**config.mk**
```make
export PLATFORM = sky130hd
export DESIGN_NAME = instr_fetch
export DESIGN_NICKNAME = d
export VERILOG_FILES = /design/src/rtl/fetch_pkg.sv /design/src/rtl/instr_fetch.sv
export SDC_FILE = /design/constraint.sdc
export NUM_CORES = 1
export LEC_CHECK = 0
export CAP_MARGIN = 20
export CELL_PAD_IN_SITES_DETAIL_PLACEMENT = 1
export CELL_PAD_IN_SITES_GLOBAL_PLACEMENT = 2
export CORE_MARGIN = 1.5
export CORE_UTILIZATION = 27
export DETAILED_ROUTE_END_ITERATION = 8
export PLACE_DENSITY = 0.9
export SYNTH_ARGS = -nofsm -noshare
export SYNTH_HDL_FRONTEND = slang
export SYNTH_SLANG_ARGS = --single-unit
```
**constraint.sdc**
```tcl
create_clock -name clk -period 1.87 [get_ports clk]
set_input_delay 0.2805 -clock clk [delete_from_list [all_inputs] [get_ports clk]]
set_output_delay 0.2805 -clock clk [all_outputs]
set_load 0.02 [all_outputs]
```
**src/rtl/fetch_pkg.sv**
```systemverilog
// Shared definitions for the instruction fetch unit: FSM state encoding and
// word alignment constants.
package fetch_pkg;

    // Low address bits that must be zero for a word-aligned fetch.
    localparam int ALIGN_BITS = 2;

    // Bytes per instruction word; the PC advances by this amount per pc_inc.
    localparam int WORD_BYTES = 4;

    // Fetch FSM states.
    typedef enum logic [2:0] {
        S_IDLE = 3'd0,  // sample pc_addr and start a fetch
        S_REQ  = 3'd1,  // request presented, waiting for grant
        S_WAIT = 3'd2,  // granted, waiting for read data
        S_HOLD = 3'd3,  // word presented to decoder, waiting for ready
        S_DROP = 3'd4,  // flushed while data outstanding, absorb it
        S_ERR  = 3'd5   // misaligned PC, stalled until flush
    } fetch_state_e;

endpackage

```
**src/rtl/instr_fetch.sv**
```systemverilog
// Instruction fetch unit: reads one word per PC address over a req/gnt/rvalid
// memory bus, hands it to the decoder with valid/ready and pulses pc_inc on
// acceptance. A flush (issued with a PC jump) discards any in-flight or held
// fetch; a read already granted is absorbed in DROP so the bus never carries
// more than one outstanding request.
module instr_fetch #(
    parameter int AW         = 8,
    parameter int DW         = 32,
    parameter int ALIGN_BITS = fetch_pkg::ALIGN_BITS
) (
    input  logic          clk,
    input  logic          rst,
    input  logic [AW-1:0] pc_addr,
    output logic          pc_inc,
    input  logic          flush,
    output logic          mem_req,
    output logic [AW-1:0] mem_addr,
    input  logic          mem_gnt,
    input  logic          mem_rvalid,
    input  logic [DW-1:0] mem_rdata,
    output logic          instr_valid,
    output logic [DW-1:0] instr_data,
    input  logic          instr_ready,
    output logic          fetch_err
);

    import fetch_pkg::*;

    fetch_state_e  state_q;
    logic          mem_req_q;
    logic          instr_valid_q;
    logic          fetch_err_q;
    logic [AW-1:0] mem_addr_q;
    logic [DW-1:0] instr_data_q;
    logic          pc_misaligned_s;

    assign pc_misaligned_s = (pc_addr[ALIGN_BITS-1:0] != '0);

    // Fetch FSM with its registered outputs and address/data capture registers.
    always_ff @(posedge clk or posedge rst) begin
        if (rst) begin
            state_q       <= S_IDLE;
            mem_req_q     <= 1'b0;
            instr_valid_q <= 1'b0;
            fetch_err_q   <= 1'b0;
            mem_addr_q    <= '0;
            instr_data_q  <= '0;
        end else begin
            case (state_q)
                S_IDLE: begin
                    if (flush) begin
                        state_q <= S_IDLE;
                    end else if (pc_misaligned_s) begin
                        state_q     <= S_ERR;
                        fetch_err_q <= 1'b1;
                    end else begin
                        state_q    <= S_REQ;
                        mem_addr_q <= pc_addr;
                        mem_req_q  <= 1'b1;
                    end
                end
                S_REQ: begin
                    // A grant in a flush cycle is not taken: the request is withdrawn.
                    if (flush) begin
                        state_q   <= S_IDLE;
                        mem_req_q <= 1'b0;
                    end else if (mem_gnt) begin
                        state_q   <= S_WAIT;
                        mem_req_q <= 1'b0;
                    end else begin
                        state_q <= S_REQ;
                    end
                end
                S_WAIT: begin
                    if (flush && !mem_rvalid) begin
                        state_q <= S_DROP;
                    end else if (flush) begin
                        state_q <= S_IDLE;
                    end else if (mem_rvalid) begin
                        state_q       <= S_HOLD;
                        instr_data_q  <= mem_rdata;
                        instr_valid_q <= 1'b1;
                    end else begin
                        state_q <= S_WAIT;
                    end
                end
                S_HOLD: begin
                    // Flush wins over the handshake; pc_inc is masked by flush too.
                    if (flush || instr_ready) begin
                        state_q       <= S_IDLE;
                        instr_valid_q <= 1'b0;
                    end else begin
                        state_q <= S_HOLD;
                    end
                end
                S_DROP: begin
                    if (mem_rvalid) begin
                        state_q <= S_IDLE;
                    end else begin
                        state_q <= S_DROP;
                    end
                end
                S_ERR: begin
                    if (flush) begin
                        state_q     <= S_IDLE;
                        fetch_err_q <= 1'b0;
                    end else begin
                        state_q <= S_ERR;
                    end
                end
                default: begin
                    state_q       <= S_IDLE;
                    mem_req_q     <= 1'b0;
                    instr_valid_q <= 1'b0;
                    fetch_err_q   <= 1'b0;
                end
            endcase
        end
    end

    // PC advance is combinational so the PC moves on the same edge as the handshake.
    assign pc_inc      = (state_q == S_HOLD) && instr_ready && !flush;

    assign mem_req     = mem_req_q;
    assign mem_addr    = mem_addr_q;
    assign instr_valid = instr_valid_q;
    assign instr_data  = instr_data_q;
    assign fetch_err   = fetch_err_q;

endmodule

```
==> impl_metrics.py, run 1 <==
metrics = {
    "status": {
        "status": "complete, no violations",
    },
    "logic_synthesis": {
        "synth_nets": 181,
        "ys.flop_type": "dfrtp_1",
        "synth-edff-count": 0,
        "synth_area_mm2": 0.00203,
        "yosysWarnings": 0,
        "netlist.area_leader.share": 0.567,
        "syn-instance-count": 133,
        "netlist_top_cells_area": "dfrtp_1 57%, mux2_4 21%, mux2_2 5.0%",
        "ys_ff_latch": 46,
        "syn_avg_cell_area_um2": 15.3,
        "yosys.cell_count.top_type": "dfrtp_1",
        "ys_seq_area_frac": 0.567,
        "synthArstFlopShare": 1.00,
        "yosys-top-cells-count": "46 x dfrtp_1, 29 x mux2_4, 9 x mux2_2",
        "yosys.area.top_type": "dfrtp_1",
        "synth_cell_type_count": 29,
    },
    "place": {
        "io_buffers": 89,
        "postPlaceCellArea_mm2": 0.00308,
        "gp_congestion": 0.781,
        "place_ws_ps": -53.1,
        "placed_cells": 324,
        "hpwl_mm": 3.74,
    },
    "clocking": {
        "clock-sinks": 46,
        "clockRootBuffer": "clkbuf_8",
        "ctsHtreeMaxLevel": 2,
        "cts_setup_buffers": 0,
        "clockBufferDepth": 2,
        "holdBufCountCts": 0,
        "cts_resized": 2,
        "clk_pin_slew_ps": 90,
        "cts_tree": "built",
        "numCtsBuffers": 5,
        "clk-insertion-delay-late_ps": 290,
    },
    "final_layout": {
        "final_area_mm2": 0.00319,
        "syn_to_final_growth_pct": 57.4,
        "regArea_mm2": 0.00115,
        "antenna_cells": 0,
        "multiInputGateArea_um2": 796,
        "drive_gt1_frac": 0.258,
        "fillers": 779,
        "finalNetCount": 280,
        "stdcell_count": 332,
    },
    "setup_path": {
        "crit_family": "buffers and inverters",
        "path_class": "input pin to output port",
        "crit_buf_inv": 2,
        "max_stage_delay_ps": 510,
        "worst-path-max-fanout": 4,
        "worstPathCellList": "clkdlybuf4s50_1, nor3_1, dlygate4sd2_1",
        "worstSetupEndpointType": "output port",
        "critPathLaunchType": "input pin",
        "arrival_ps": 1350,
        "crit_slowest_cell": "clkdlybuf4s50_1",
        "critical_path_required_ps": 1590,
        "r2r_slack_ps": 290,
    },
    "detailed_routing": {
        "drtPass1Iterations": 4,
        "m1WireLength_mm": 1.97,
        "wl_met3_um": 356,
        "vias_per_cell": 4.37,
        "routed_wl_mm": 4.92,
        "drc": 0,
        "drtIter0Drc": 94,
        "vias": 1451,
        "dr.max_layer_used": "met4",
        "wl_met2_mm": 2.51,
        "ant_nets": 0,
        "avgRoutedWirePerCell_um": 14.8,
    },
    "flow_run": {
        "max-cap-violations": 0,
    },
    "sta": {
        "tightest_slew_ps": 375,
        "fmax_mhz": 615,
        "drv_slew": 0,
        "hold_violations": 0,
        "clock_skew_ps": 9.68,
        "slew_headroom": 0.744,
        "layout_setup_ws_ps": 244,
        "setup_viol": 0,
        "fin_crit_sh": 0.869,
        "finalCriticalPeriod_ps": 1630,
        "rsz0062_at_grt": "no",
    },
    "power_and_ir_drop": {
        "powerDensity_mw_per_mm2": 1490,
        "vdd.ir_drop.worst_v": 0.000515,
        "power_leakage_nw": 1.48,
        "fin_total_pwr_w": 0.00477,
    },
    "die": {
        "initial_core_util": 0.280,
        "die-area_mm2": 0.00805,
        "placementRows": 31,
        "dieHeight_um": 89.7,
        "die_w_um": 89.7,
        "ioPinCount": 90,
        "core_mm2": 0.00725,
    },
    "global_route": {
        "grt_max_degree": 25,
        "grt_use_total": 0.124,
        "overflow": 0,
        "grt_pass1_wl_mm": 7.52,
        "antenna_found_initial": 0,
        "grt_pass1_vias": 1545,
    },
    "worst_hold_path": {
        "hp-class": "input pin to async pin",
    },
}
[cells in the final DEF (no fill, tap or decap), drive strengths merged]
cell | Yosys | routed
o22a | 1 | 1
o22ai | 2 | 2
ha | 2 | 2
a21o | 2 | 2
a2111oi | 3 | 3
inv | 6 | 6
and2 | 2 | 2
dfrtp | 46 | 46
a21oi | 1 | 1
or2 | 1 | 1
nor3 | 3 | 3
nand3b | 1 | 1
nor2 | 2 | 2
a22o | 1 | 1
bufinv | 0 | 1
nor2b | 1 | 1
clkdlybuf4s50 | 0 | 88
o21ai | 3 | 3
dlygate4sd2 | 0 | 1
nand2 | 3 | 3
buf | 7 | 10
a31oi | 1 | 1
nand2b | 2 | 2
mux2 | 38 | 38
clkbuf | 0 | 6
a22oi | 1 | 1
nand3 | 3 | 3
clkinvlp | 0 | 1
nor4 | 1 | 1
[layer usage]
metal	global-route usage	vias to the layer above
met5	0	-
met4	0.0545	0
met3	0.0238	7
met2	0.214	57
met1	0.149	723
li1	-	664
[layout make-up]
cell class / instances / share of cell area
tap: 99 / 0.0388
clock buffer: 6 / 0.0227
multi-input combinational: 74 / 0.249
clock inverter: 2 / 0.0118
inverter: 6 / 0.00705
sequential: 46 / 0.361
timing repair buffer: 99 / 0.310
[registers in the layout (all words and copies together) (netlist names)]
register	count
mem_req	1
instr_valid	1
fetch_err	1
instr_data	32
state_q	3
mem_addr	8
[kinds of logic (layout without fill, tap and decap cells)]
group	Yosys count	in the layout	share of synthesized area
mux	38	38	0.264
simple gates	19	19	0.0635
compound gates	15	15	0.0518
fa+ha+maj	2	2	0.0123
buf+inv	13	113	0.0407
flops	46	46	0.567
[per-stage QoR]
| step | hold slack [ps] | TNS [ps] | util |
|---|---|---|---|
| 3_5_place_dp | 471 | -110 | 0.425 |
| 6_report | 356 | 0 | 0.440 |
| 3_3_place_gp | 469 | -34.7 | 0.425 |
| 5_1_grt | 374 | 0 | 0.440 |
| 2_1_floorplan | 429 | 0 | - |
| 4_1_cts | 364 | 0 | 0.440 |
[final timing paths]
kind                        startpoint        endpoint  cells after the start
setup / recovery                 flush          pc_inc                      3
hold / removal                     rst   instr_data[2]                      3
setup reg to reg            state_q[0]  instr_data[20]                      5
hold reg to reg            mem_addr[1]     mem_addr[1]                      1
max in group asynchronous          rst      state_q[2]                      3
min in group clk           mem_addr[1]     mem_addr[1]                      1
[worst min-delay path, cell delays in order]
cell and delay (ps):
clkdlybuf4s50_1 420, inv_2 60, buf_4 290
[where the power goes]
part / internal, W / switching (W) / leakage, nW
sequential: 0.00142 / 0.000264 / 0.596
clock: 0.000399 / 0.000328 / 0.0514
combinational: 0.00134 / 0.00102 / 0.835
No activity file was read; power rests on OpenSTA's default activity.
==> run 2: changes to the inputs <==
- SLEW_MARGIN: unset -> 25
==> results of run 2 <==
Same layout as run 1: the final DEF is identical, and so are final timing and power.
==> RTL change: new RTL, settings of run 1 <==
The parameter `AW` goes from 8 to 6.
--- a/src/rtl/instr_fetch.sv
+++ b/src/rtl/instr_fetch.sv
@@ -4,7 +4,7 @@
 // fetch; a read already granted is absorbed in DROP so the bus never carries
 // more than one outstanding request.
 module instr_fetch #(
-    parameter int AW         = 8,
+    parameter int AW         = 6,
     parameter int DW         = 32,
     parameter int ALIGN_BITS = fetch_pkg::ALIGN_BITS
 ) (
Interface: changed (resized mem_addr and pc_addr); port bits go from 90 to 86. The function was not compared with the original's and may differ.
==> RTL change against run 1 <==
- sequential cell count shrank 2
- final cell count shrank 2.7%
- total power fell by 1.9%
- sequential power down 3%
- setup slack worse by 0.035 ns
- maximum frequency decreased by 2.1%
- final area fell by 2.9%
- area after synthesis fell by 3.6%
- wire length decreased by 1.1%
- combinational power fell by 2%
==> RTL change: results (changes against run 1) <==
N_MULTI_INPUT_COMBINATIONAL_CELL=72  # -2.7%
MINIMUM_SETUP_SLACK_AFTER_PLACEMENT_NS=-0.0853  # -0.0322 ns
CTS_SETUP_BUFFERS=0  # unchanged
SYN2LAYOUT_AREA_GROWTH_PCT=58.5
NFLOPSANDLATCHES=44  # -4.3%
DPL.CELL_COUNT=315  # -2.8%
NON_CLK_BUFS=97  # -2.0%
SYNTHESIS.NETS=175  # -3.3%
RR_STARTPOINT='state_q[1]'
FIN_WORST_HOLD_SLACK_NS=0.366  # +0.00936 ns
WORST-ENDPOINT-ARRIVAL_NS=1.38  # +0.03 ns
CLKBUF_COUNT=5  # -1
VIA_COUNT_OF_THE_FIRST_GLOBAL_ROUTING_PASS=1544  # -0.065%
ROUTED-VIA-COUNT=1420  # -2.1%
IR_DROP_uV=539  # +4.8%
PLACEMENT.CELL_AREA_UM2=2990  # -3.2%
SYNTH.AREA.TOP_CELLS='dfrtp_1 (56%), mux2_4 (22%), mux2_2 (4.0%)'
COMBPWRFRAC_PCT=49.1  # -0.2 points
TIMING.CLOCK.SKEW_NS=0.00661  # -0.00307 ns
GRT_MAX_DEGREE=45  # +80%
SYNTH.YOSYS.WARNINGS=0  # unchanged
GRT.MET1_USAGE_PCT=14.9  # about the same
TIMING.CRITICAL_PATH.FANOUT_MAX=2  # -2
DR_WL_MET3_UM=355  # -0.28%
PLACE_HPWL_UM=3610  # -3.4%
FIRST_PASS_GRT_WIRE_LENGTH_UM=7460  # -0.84%
FINAL_LAYOUT_SIZE_SUFFIX_GT1_SHARE_PCT=26.9  # +1.1 points
MULTI_INPUT_AREA_SHARE_PCT=24.6  # -0.26 points
YOSYS.CELL_TYPES.COUNT=30  # +3.4%
PORT_BUFFERS=85  # -4.5%
LAYOUT.CLOCK.CELL_AREA_SHARE_PCT=3.71  # +0.26 points
ROUTABILITYCONGESTION=0.783  # +0.26%
YS_SEQ_AREA_SHARE_PCT=56.3  # -0.45 points
POWER_SWITCHING_SHARE_PCT=34.0  # +0.28 points
REG2REG_DEPTH=4  # -1
GLOBALROUTEMET2UTIL_PCT=21.9  # +0.56 points
POWERDENSITY_nW_PER_UM2=1510  # +1.0%
ROUTEDWLPERCELL_UM=15.1  # +1.7%
TOTAL_LEAKAGE_POWER_nW=1.45  # -2.3%
SYNTH_COMMON_CELLS='dfrtp_1 (44), mux2_4 (29), mux2_2 (7), inv_1 (6), buf_6 (5)'
GRT.MET3_USAGE_PCT=3.39  # +1.0 points
MET2_LENGTH_UM=2360  # -6.1%
POST_SYNTH.CELL_AREA_AVG_UM2=15.2  # -0.59%
LAYOUT.NONCLK_BUF_SHARE_PCT=31.5  # +0.52 points
NETS=272  # -2.9%
CPPEAKSTAGEDELAY_NS=0.49  # -0.02 ns
GRT.TOTAL_USAGE_PCT=12.6  # +0.20 points
OUTCOME='completed'
ROUTED_WIRELENGTH_UM=4870  # -1.1%
-- RTL change: changes by cell type in the layout (fill, tap and decap cells not counted), moves of 2 or more --
| cell | before | now |
|---|---|---|
| dfrtp_1 | 45 | 43 |
| mux2_2 | 9 | 7 |
| nand2b_1 | 2 | 0 |
| clkdlybuf4s50_1 | 88 | 84 |
| a21oi_1 | 1 | 3 |
-- RTL change: how the worst max path moves through the flow --
stage                      from  endpoint  slack (ns)
CTS                 instr_ready    pc_inc        0.20
global route        instr_ready    pc_inc        0.10
floorplan            state_q[0]    pc_inc        0.46
finish              instr_ready    pc_inc        0.21
global placement    instr_ready    pc_inc       -0.02
detailed placement  instr_ready    pc_inc       -0.09
-- RTL change: cells by family after synthesis --
family                     share of synthesized area, %
and+or+nand+nor                                    6.14
DFF                                                56.3
AOI/OAI and AO/OA                                  5.37
buffers and inverters                              4.67
muxes                                              26.3
adders and majority gates                          1.28
